### config.mk
export PLATFORM = sky130hd
export DESIGN_NAME = mem_stage_flat
export DESIGN_NICKNAME = d
export VERILOG_FILES = /design/src/rtl/mem_stage_if.sv /design/src/rtl/mem_stage.sv /design/src/flat_wrapper.sv
export SDC_FILE = /design/constraint.sdc
export NUM_CORES = 1
export LEC_CHECK = 0
export CORE_ASPECT_RATIO = 0.9
export CORE_UTILIZATION = 54
export CTS_BUF_LIST = sky130_fd_sc_hd__clkbuf_8 sky130_fd_sc_hd__clkbuf_16
export DETAILED_ROUTE_END_ITERATION = 6
export PLACE_DENSITY = 0.95
export SETUP_SLACK_MARGIN = 0.15
export SLEW_MARGIN = 20
export SYNTH_ARGS = -nofsm -noshare
export SYNTH_HDL_FRONTEND = slang
export SYNTH_SLANG_ARGS = --single-unit
### constraint.sdc
create_clock -name clk -period 6.16 [get_ports clk]
set_input_delay 1.232 -clock clk [delete_from_list [all_inputs] [get_ports clk]]
set_output_delay 1.232 -clock clk [all_outputs]
set_load 0.01 [all_outputs]
### src/rtl/mem_stage_if.sv
// Byte-serial data-memory port used by the memory-access stage.
//
// Handshake: the master raises mem_req_o and holds mem_we_o, mem_addr_o and
// mem_wdata_o stable until the slave answers. One byte transfer completes in
// every cycle where mem_req_o and mem_ack_i are both 1. For reads,
// mem_rdata_i is sampled in that same cycle. mem_ack_i while mem_req_o is 0
// means nothing. The master may keep mem_req_o high across consecutive bytes;
// address and data then change only in the cycle after an ack.
interface mem_stage_if #(
    parameter int MEM_ADDR_WIDTH = 32
) ();
    logic                      mem_req_o;
    logic                      mem_we_o;
    logic [MEM_ADDR_WIDTH-1:0] mem_addr_o;
    logic [7:0]                mem_wdata_o;
    logic                      mem_ack_i;
    logic [7:0]                mem_rdata_i;

    modport master (
        output mem_req_o,
        output mem_we_o,
        output mem_addr_o,
        output mem_wdata_o,
        input  mem_ack_i,
        input  mem_rdata_i
    );

    modport slave (
        input  mem_req_o,
        input  mem_we_o,
        input  mem_addr_o,
        input  mem_wdata_o,
        output mem_ack_i,
        output mem_rdata_i
    );
endinterface

### src/rtl/mem_stage.sv
// Memory-access stage of the RV32I pipeline. Non-memory instructions pass
// through to the mem/wb register in one cycle. Loads and stores are split into
// 1, 2 or 4 little-endian byte transfers on the byte-serial memory port.
// The upstream stages are held through stallreq_o until the last byte is acked.
module mem_stage #(
    parameter int MEM_ADDR_WIDTH = 32
) (
    input  logic        clk,
    input  logic        rst,
    input  logic        valid_i,
    input  logic [4:0]  wd_i,
    input  logic        wreg_i,
    input  logic [31:0] wdata_i,
    input  logic [3:0]  mem_op_i,
    input  logic [31:0] mem_addr_i,
    input  logic [31:0] mem_sdata_i,
    output logic        stallreq_o,
    output logic        valid_o,
    output logic [4:0]  wd_o,
    output logic        wreg_o,
    output logic [31:0] wdata_o,
    mem_stage_if.master mem,
    output logic        dbg_state_o
);
    localparam logic [3:0] OP_LB  = 4'd1;
    localparam logic [3:0] OP_LH  = 4'd2;
    localparam logic [3:0] OP_LW  = 4'd3;
    localparam logic [3:0] OP_LBU = 4'd4;
    localparam logic [3:0] OP_LHU = 4'd5;
    localparam logic [3:0] OP_SB  = 4'd6;
    localparam logic [3:0] OP_SH  = 4'd7;
    localparam logic [3:0] OP_SW  = 4'd8;

    typedef enum logic {
        IDLE   = 1'b0,
        ACCESS = 1'b1
    } state_t;

    state_t      state_q;
    state_t      state_d;
    logic [1:0]  cnt_q;
    logic [1:0]  cnt_d;
    logic [31:0] rbuf_q;
    logic [31:0] addr_q;
    logic [31:0] sdata_q;
    logic [3:0]  op_q;
    logic [4:0]  wd_q;
    logic        wreg_q;

    logic        accept;
    logic        xfer;
    logic        last_xfer;
    logic        store_q;
    logic [1:0]  last_idx;
    logic [31:0] addr_sum;
    logic [31:0] merged;
    logic [31:0] load_result;
    logic [7:0]  sbyte;

    function automatic logic is_mem_op(input logic [3:0] op);
        return (op >= OP_LB) && (op <= OP_SW);
    endfunction

    function automatic logic is_store_op(input logic [3:0] op);
        return (op >= OP_SB) && (op <= OP_SW);
    endfunction

    // Index of the final byte: size minus one.
    function automatic logic [1:0] last_index(input logic [3:0] op);
        case (op)
            OP_LB, OP_LBU, OP_SB: return 2'd0;
            OP_LH, OP_LHU, OP_SH: return 2'd1;
            default:              return 2'd3;
        endcase
    endfunction

    assign accept    = (state_q == IDLE) && valid_i && is_mem_op(mem_op_i);
    assign store_q   = is_store_op(op_q);
    assign last_idx  = last_index(op_q);
    assign xfer      = (state_q == ACCESS) && mem.mem_ack_i;
    assign last_xfer = xfer && (cnt_q == last_idx);
    // Byte address wraps naturally at the top of the 32-bit space.
    assign addr_sum  = addr_q + {30'd0, cnt_q};
    assign dbg_state_o = (state_q == ACCESS);

    // Capture buffer with the byte arriving this cycle merged in, so the
    // final result can be formed in the same cycle as the last ack.
    always_comb begin
        merged = rbuf_q;
        sbyte  = sdata_q[7:0];
        case (cnt_q)
            2'd0: begin merged[7:0]   = mem.mem_rdata_i; sbyte = sdata_q[7:0];   end
            2'd1: begin merged[15:8]  = mem.mem_rdata_i; sbyte = sdata_q[15:8];  end
            2'd2: begin merged[23:16] = mem.mem_rdata_i; sbyte = sdata_q[23:16]; end
            default: begin merged[31:24] = mem.mem_rdata_i; sbyte = sdata_q[31:24]; end
        endcase
    end

    // Sign/zero extension of the assembled load data.
    always_comb begin
        load_result = 32'd0;
        case (op_q)
            OP_LB:   load_result = {{24{merged[7]}}, merged[7:0]};
            OP_LH:   load_result = {{16{merged[15]}}, merged[15:0]};
            OP_LW:   load_result = merged;
            OP_LBU:  load_result = {24'd0, merged[7:0]};
            OP_LHU:  load_result = {16'd0, merged[15:0]};
            default: load_result = 32'd0;
        endcase
    end

    // Next-state logic, byte counter, memory port drive and stall request.
    always_comb begin
        state_d         = state_q;
        cnt_d           = cnt_q;
        stallreq_o      = 1'b0;
        mem.mem_req_o   = 1'b0;
        mem.mem_we_o    = 1'b0;
        mem.mem_addr_o  = '0;
        mem.mem_wdata_o = 8'd0;
        case (state_q)
            IDLE: begin
                stallreq_o = accept;
                if (accept) begin
                    state_d = ACCESS;
                    cnt_d   = 2'd0;
                end
            end
            ACCESS: begin
                mem.mem_req_o   = 1'b1;
                mem.mem_we_o    = store_q;
                mem.mem_addr_o  = addr_sum[MEM_ADDR_WIDTH-1:0];
                mem.mem_wdata_o = sbyte;
                // Dropping stall on the final ack lets upstream advance on
                // the same edge, so there is no bubble between accesses.
                stallreq_o      = !last_xfer;
                if (xfer) begin
                    if (cnt_q == last_idx) begin
                        state_d = IDLE;
                        cnt_d   = 2'd0;
                    end else begin
                        cnt_d = cnt_q + 2'd1;
                    end
                end
            end
            default: begin
                state_d = IDLE;
                cnt_d   = 2'd0;
            end
        endcase
    end

    // State register and byte counter.
    always_ff @(posedge clk or negedge rst) begin
        if (!rst) begin
            state_q <= IDLE;
            cnt_q   <= 2'd0;
        end else begin
            state_q <= state_d;
            cnt_q   <= cnt_d;
        end
    end

    // Instruction latch, captured when a memory op is accepted.
    always_ff @(posedge clk or negedge rst) begin
        if (!rst) begin
            wd_q    <= 5'd0;
            wreg_q  <= 1'b0;
            op_q    <= 4'd0;
            addr_q  <= 32'd0;
            sdata_q <= 32'd0;
        end else if (accept) begin
            wd_q    <= wd_i;
            wreg_q  <= wreg_i;
            op_q    <= mem_op_i;
            addr_q  <= mem_addr_i;
            sdata_q <= mem_sdata_i;
        end
    end

    // Load capture buffer, filled one byte per acked read.
    always_ff @(posedge clk or negedge rst) begin
        if (!rst) begin
            rbuf_q <= 32'd0;
        end else if (accept) begin
            rbuf_q <= 32'd0;
        end else if (xfer && !store_q) begin
            rbuf_q <= merged;
        end
    end

    // mem/wb register: passthrough results and completed accesses.
    always_ff @(posedge clk or negedge rst) begin
        if (!rst) begin
            valid_o <= 1'b0;
            wd_o    <= 5'd0;
            wreg_o  <= 1'b0;
            wdata_o <= 32'd0;
        end else if (state_q == IDLE) begin
            if (valid_i && !is_mem_op(mem_op_i)) begin
                valid_o <= 1'b1;
                wd_o    <= wd_i;
                wreg_o  <= wreg_i;
                wdata_o <= wdata_i;
            end else begin
                valid_o <= 1'b0;
                wreg_o  <= 1'b0;
            end
        end else if (last_xfer) begin
            valid_o <= 1'b1;
            wd_o    <= wd_q;
            wreg_o  <= store_q ? 1'b0 : wreg_q;
            wdata_o <= store_q ? 32'd0 : load_result;
        end else begin
            valid_o <= 1'b0;
            wreg_o  <= 1'b0;
        end
    end
endmodule

### src/flat_wrapper.sv
// flat-port wrapper written by rule: the top's interface ports become plain ports
module mem_stage_flat 
#(
    parameter int MEM_ADDR_WIDTH = 32
)
  (clk, rst, valid_i, wd_i, wreg_i, wdata_i, mem_op_i, mem_addr_i, mem_sdata_i, stallreq_o, valid_o, wd_o, wreg_o, wdata_o, dbg_state_o, mem_mem_req_o, mem_mem_we_o, mem_mem_addr_o, mem_mem_wdata_o, mem_mem_ack_i, mem_mem_rdata_i);
  mem_stage_if #(.MEM_ADDR_WIDTH(MEM_ADDR_WIDTH)) mem_i ();
  input  logic clk;
  input  logic rst;
  input  logic valid_i;
  input  logic [4:0] wd_i;
  input  logic wreg_i;
  input  logic [31:0] wdata_i;
  input  logic [3:0] mem_op_i;
  input  logic [31:0] mem_addr_i;
  input  logic [31:0] mem_sdata_i;
  output logic stallreq_o;
  output logic valid_o;
  output logic [4:0] wd_o;
  output logic wreg_o;
  output logic [31:0] wdata_o;
  output logic dbg_state_o;
  output wire logic [$bits(mem_i.mem_req_o)-1:0] mem_mem_req_o;
  output wire logic [$bits(mem_i.mem_we_o)-1:0] mem_mem_we_o;
  output wire logic [$bits(mem_i.mem_addr_o)-1:0] mem_mem_addr_o;
  output wire logic [$bits(mem_i.mem_wdata_o)-1:0] mem_mem_wdata_o;
  input wire logic [$bits(mem_i.mem_ack_i)-1:0] mem_mem_ack_i;
  input wire logic [$bits(mem_i.mem_rdata_i)-1:0] mem_mem_rdata_i;
  assign mem_mem_req_o = mem_i.mem_req_o;
  assign mem_mem_we_o = mem_i.mem_we_o;
  assign mem_mem_addr_o = mem_i.mem_addr_o;
  assign mem_mem_wdata_o = mem_i.mem_wdata_o;
  assign mem_i.mem_ack_i = mem_mem_ack_i;
  assign mem_i.mem_rdata_i = mem_mem_rdata_i;
  mem_stage #(.MEM_ADDR_WIDTH(MEM_ADDR_WIDTH)) u_core (.clk(clk), .rst(rst), .valid_i(valid_i), .wd_i(wd_i), .wreg_i(wreg_i), .wdata_i(wdata_i), .mem_op_i(mem_op_i), .mem_addr_i(mem_addr_i), .mem_sdata_i(mem_sdata_i), .stallreq_o(stallreq_o), .valid_o(valid_o), .wd_o(wd_o), .wreg_o(wreg_o), .wdata_o(wdata_o), .mem(mem_i), .dbg_state_o(dbg_state_o));
endmodule
# Word level (Yosys, flattened, before mapping)
# Cells that the tools add are included.
# Widths: inputs -> output; s select.
[totals]
register_bits = 148
word_cells = 87
input_bits = 118
[op_classes]
add_sub_neg = 2
mux = 36
eq_ne = 13
magnitude_cmp = 4
n_bitwise = 1
n_reduce_logical = 19
[ops]
columns = ["operator", "count"]
rows = [
  ["$mux 32", 7],
  ["$pmux 32 s5", 1],
  ["$mux 8", 5],
  ["$add 32x2->32", 1],
  ["$pmux 8 s3", 1],
  ["$eq 4x3->1 const B", 4],
  ["$mux 5", 3],
  ["$mux 1", 12],
  ["$reduce_or 3->1", 3],
  ["$eq 4x2->1 const B", 2],
  ["$le 4x4->1 const B", 2],
  ["$logic_and 1x1->1", 8],
  ["$pmux 2 s2", 2],
  ["$mux 2", 3],
  ["$eq 4x1->1 const B", 1],
  ["$ge 4x1->1 const B", 1],
  ["$ge 4x3->1 const B", 1],
  ["$ne 2x2->1 const B", 2],
  ["$pmux 1 s2", 2],
  ["$reduce_and 2->1", 2],
  ["$reduce_bool 2->1", 2],
  ["$logic_not 1->1", 3],
  ["$add 2x1->2 const B", 1],
  ["$eq 2x1->1 const B", 1],
  ["other kinds (5)", 5],
]

# Longest topological paths before layout
[depth]
word_depth = 7
mapped_depth = 10

# Worst setup path after synthesis
# No wires, ideal clock.
[synth_timing]
path_kind = "input to output"
from = "input mem_op_i[2]"
to = "output stallreq_o"
arrival_time_ns = 2.597
slack_ns = 2.331
cell_stages = 7
path_buffers = 3
cell_sequence = "nor3_1 > xnor2_1 > nor2b_1 > clkbuf_1 > buf_2 > buf_1 > a21o_1"
[synth_via]
elab_chain_len = 4
[synth_lines]
columns = ["item", "line_no", "text"]
rows = [
  ["start, declared", "flat_wrapper.sv:14", "input logic [3:0] mem_op_i;"],
  ["$ge 4x1->1 or $le 4x4->1 (tied branches)", "mem_stage.sv:61", "return (op >= OP_LB) && (op <= OP_SW);"],
  ["$logic_and 1x1->1 (*)", "mem_stage.sv:61", ""],
  ["$logic_and 1x1->1 (*)", "mem_stage.sv:77", "assign accept = (state_q == IDLE) && valid_i && is_mem_op(mem_op_i);"],
  ["$pmux 1 s2 (*)", "mem_stage.sv:121", "case (state_q)"],
  ["end, declared", "flat_wrapper.sv:17", "output logic stallreq_o;"],
]
# Mark *: on every way between the ends. The rest lies on a longest branch, timed or not.

# Worst setup path in the final report
[layout_timing]
from = "register u_core.cnt_q[0]"
to = "output mem_mem_addr_o[28]"
[layout_via]
elab_chain_len = 2
[layout_lines]
columns = ["item", "line_no", "text"]
rows = [
  ["start, declared", "mem_stage.sv:41", "logic [1:0] cnt_q;"],
  ["start signal, assigned", "mem_stage.sv:160", "cnt_q <= cnt_d;"],
  ["$add 32x2->32", "mem_stage.sv:83", "assign addr_sum = addr_q + {30'd0, cnt_q};"],
  ["$mux 32", "mem_stage.sv:121", ""],
  ["end, declared", "flat_wrapper.sv:25", "output wire logic [$bits(mem_i.mem_addr_o)-1:0] mem_mem_addr_o;"],
]
# Every way passes these cells.

==> impl_metrics.csv <==
group,metric,value,unit
run_status,result_of_the_run,"finished, final reports clean",
synthesis,yosysSeqAreaShare,46.84,%
routing,routed_via_density,5.797,
die,die_outline_area,0.01513,sq mm
routing,drc,0,
routing,via_count,6203,
sta,setup_viol,0,
placed_design,dp_cells,1038,
job,drv_cap,0,
synthesis,synthTopCellsByCount,"sky130_fd_sc_hd__dfrtp_1, sky130_fd_sc_hd__mux2_2, sky130_fd_sc_hd__nand2_1",
power,pwr_density_cell,503.9,mW/mm^2
global_route,grt_first_pass_wirelength,32.42,mm
min_path,hold_end,"u_core.wdata_o[8]$_DFFE_PN0P_",
min_path,depth_of_the_worst_hold_timing_path,1,
synthesis,leading_cell_type_by_number_of_instances_after_synthesis,"sky130_fd_sc_hd__dfrtp_1",
global_route,global_route.usage.total,28.39,%
routing,pre_repair_dr_iteration_count,6,
worst_setup_path,critical_path.reg2reg.startpoint,"u_core.cnt_q[1]$_DFFE_PN0P_",
global_route,globalRoute.totalOverflow,0,
clock_network,cts-root-to-sink-buffers,2,
layout,insertedDiodeCount,0,
sta,fmaxAchievable,223.4,MHz
placed_design,hpwl,13.95,mm
sta,post-route-period-util,72.67,%
synthesis,netlist.top_cell.by_area,"sky130_fd_sc_hd__dfrtp_1",
clock_network,cts_root_buffer,"sky130_fd_sc_hd__clkbuf_16",
synthesis,synth-main-ff-cell,"sky130_fd_sc_hd__dfrtp_1",
synthesis,syn_nets,816,
sta,clock-skew-final,0.009038,ns
routing,drt-total-wl,20.76,mm
sta,hold_viol,0,
min_path,worst_hold_startpoint,"u_core.wdata_o[8]$_DFFE_PN0P_",
power,static_leakage,4.506,nW
worst_setup_path,worstPathRequired,4.93,ns
layout,stdcell_count,1070,
die,floorplan.rows,41,
synthesis,ys_types,55,
layout,final_nets,989,
synthesis,syn_area_per_cell,11.44,sq um
sta,timing.setup.tns,0,ns
sta,worst_slack,1.684,ns
sta,unrepaired_setup_endpoints_after_global_routing,"false",
placed_design,portBuffers,200,
synthesis,synth_top_cell_area_share,46.84,%
die,boundaryPins,201,
clock_network,postCtsSetupRepairBufs,0,
global_route,grt_antenna_before_repair,0,
synthesis,synthesis.area,0.007906,sq mm
sta,tightest_slew_margin_relative_to_the_limit,31.47,%
placed_design,routabilityCongestion,0.8022,
worst_setup_path,worst-endpoint-arrival,3.24,ns
clock_network,ctsHoldBuffers,0,
worst_setup_path,launching_element_type_of_the_critical_path,"register",
worst_setup_path,worstRegToRegCells,7,
worst_setup_path,critPathCaptureType,"output pin",
routing,routedWlPerCell,19.40,microns
clock_network,post_cts_resized,0,
worst_setup_path,timing_worst_setup_path_type,"reg -> out",
synthesis,share_of_async_settable_or_async_resettable_flops_after_synthesis,100.0,%
clock_network,cts-htree-levels,4,
die,fp.dieH,116.8,microns
synthesis,postSynthCellCount,691,
global_route,grt_start_max_net_pins,102,
worst_setup_path,regToRegEndpoint,"u_core.wdata_o[15]$_DFFE_PN0P_",
die,initial_core_util,55.84,%
die,chipWidth,129.5,microns
clock_network,clk_pin_slew_worst_paths,0.06,ns
sta,drv_slew,0,
sta,tightestPinTransition,1.028,ns
power,ir_worst_vdd,0.0003916,V
sta,layout_min_cycle_time,4.476,ns
clock_network,cts_buffers,17,
worst_setup_path,rrSetupSlack,2.64,ns
clock_network,cts_tree,"done",
worst_setup_path,critical_path_peak_fanout,8,
synthesis,ys_top_cells_by_area,"sky130_fd_sc_hd__dfrtp_1, sky130_fd_sc_hd__mux2_2, sky130_fd_sc_hd__mux2i_1, sky130_fd_sc_hd__mux2_4, sky130_fd_sc_hd__o22ai_1",
die,core_box_area,0.01416,sq mm
layout,area.growth.synth_to_final,33.31,%
synthesis,synth-seq-cells,148,
placed_design,dpl_worst_slack,2.013,ns
clock_network,cts.sink_count,148,
min_path,holdCritPathClass,"reg -> reg",
routing,drt-initial-drc-count,504,
global_route,vias_in_the_first_global_route,6295,
layout,layout_cells_sized_above_1,18.13,%
routing,residual_antenna_violating_net_count_after_detailed_routing,0,
synthesis,synth-edff-count,0,
synthesis,yosys_warnings,0,
clock_network,worstSkewPairLatency,0.42,ns
[layout make-up]
cell class | count | area (sq um)
flip-flops and latches | 148 | 3705
repair buffers | 205 | 2044
clock inverters | 14 | 162.7
multi-input cells | 457 | 3816
inverters | 35 | 131.4
clock buffers | 18 | 439.2
well taps | 193 | 241.5
fillers | 978 | 3618
[layout by cell type (no fill, tap or decap), types with 6 or more instances in the layout]
cell	netlist	layout
sky130_fd_sc_hd__and2_1	29	29
sky130_fd_sc_hd__a222oi_1	8	8
sky130_fd_sc_hd__xnor2_1	10	10
sky130_fd_sc_hd__xor2_1	8	8
sky130_fd_sc_hd__nand2b_1	14	14
sky130_fd_sc_hd__nand3_1	13	13
sky130_fd_sc_hd__o21ai_0	14	14
sky130_fd_sc_hd__dfrtp_1	148	147
sky130_fd_sc_hd__nor2_1	12	12
sky130_fd_sc_hd__inv_1	35	38
sky130_fd_sc_hd__o211a_1	16	16
sky130_fd_sc_hd__mux2i_1	42	42
sky130_fd_sc_hd__nand4_1	6	6
sky130_fd_sc_hd__o22ai_1	41	41
sky130_fd_sc_hd__a22o_1	24	24
sky130_fd_sc_hd__clkbuf_16	0	17
sky130_fd_sc_hd__mux2_4	19	19
sky130_fd_sc_hd__o21a_1	8	8
sky130_fd_sc_hd__clkdlybuf4s50_1	0	199
sky130_fd_sc_hd__mux2_2	96	96
sky130_fd_sc_hd__nand2_1	46	46
[layer usage]
layer	global-route usage [%]	part of all wire [%]
met1	36.12	42
met2	47.60	49
met3	7.136	6.5
met4	9.845	1.7
met5	0	0
[flip-flops by register name, summed over array words and instances, names as in the netlist]
| name | count |
|---|---|
| u_core.addr_q | 32 |
| u_core.cnt_q | 2 |
| u_core.dbg_state_o | 1 |
| u_core.op_q | 4 |
| u_core.rbuf_q | 32 |
| u_core.sdata_q | 32 |
| u_core.valid_o | 1 |
| u_core.wd_o | 5 |
| u_core.wd_q | 5 |
| u_core.wdata_o | 32 |
| u_core.wreg_o | 1 |
| u_core.wreg_q | 1 |
[worst max-delay path: stages (launching register included)]
cell and delay (ns):
sky130_fd_sc_hd__dfrtp_1 0.48, sky130_fd_sc_hd__ha_1 0.24, sky130_fd_sc_hd__fa_1 0.25, sky130_fd_sc_hd__nand4_1 0.16, sky130_fd_sc_hd__or2_2 0.37, sky130_fd_sc_hd__nor3_1 0.46
sky130_fd_sc_hd__nand2_1 0.14, sky130_fd_sc_hd__mux2i_1 0.17, sky130_fd_sc_hd__clkdlybuf4s50_1 0.55
[how the worst max path moves through the flow]
stage | startpoint | to | cells after the start
CTS | u_core.cnt_q[0]$_DFFE_PN0P_ | mem_mem_addr_o[28] | 8
global route | u_core.cnt_q[0]$_DFFE_PN0P_ | mem_mem_addr_o[26] | 8
global placement | mem_op_i[2] | stallreq_o | 6
floorplan | mem_op_i[2] | stallreq_o | 7
detailed placement | mem_op_i[2] | stallreq_o | 6
finish | u_core.cnt_q[0]$_DFFE_PN0P_ | mem_mem_addr_o[28] | 8
[cell families after synthesis]
| group | count (synthesis) | share of synthesized area [%] |
|---|---|---|
| and+or+nand+nor | 151 | 10.22 |
| xor gates and xnor gates | 19 | 2.200 |
| DFF | 148 | 46.84 |
| adders and majority gates | 7 | 1.203 |
| muxes | 158 | 22.74 |
| buffers and inverters | 86 | 5.016 |
| AOI/OAI and AO/OA | 122 | 11.77 |
[stage by stage]
step                      power, W  hold slack (ns)  utilization (%)  instance area [sq um]
after floorplan           0.003272           0.4620                -                   7906
after global placement    0.004117           0.4791            70.15                   9932
after detailed placement  0.004233           0.4814            70.15                   9932
after CTS                 0.005323           0.5003            74.40                  10530
after global routing      0.005606           0.5135            74.44                  10540
final                     0.005311           0.4912            74.44                  10540
[power breakdown]
part	leakage, nW	switching [W]	internal (W)
sequential	1.84	0.000426	0.00142
clock	0.293	0.000411	0.000645
combinational	2.37	0.00103	0.00138
total	4.51	0.00187	0.00344
(Power assumes the default switching activity.)
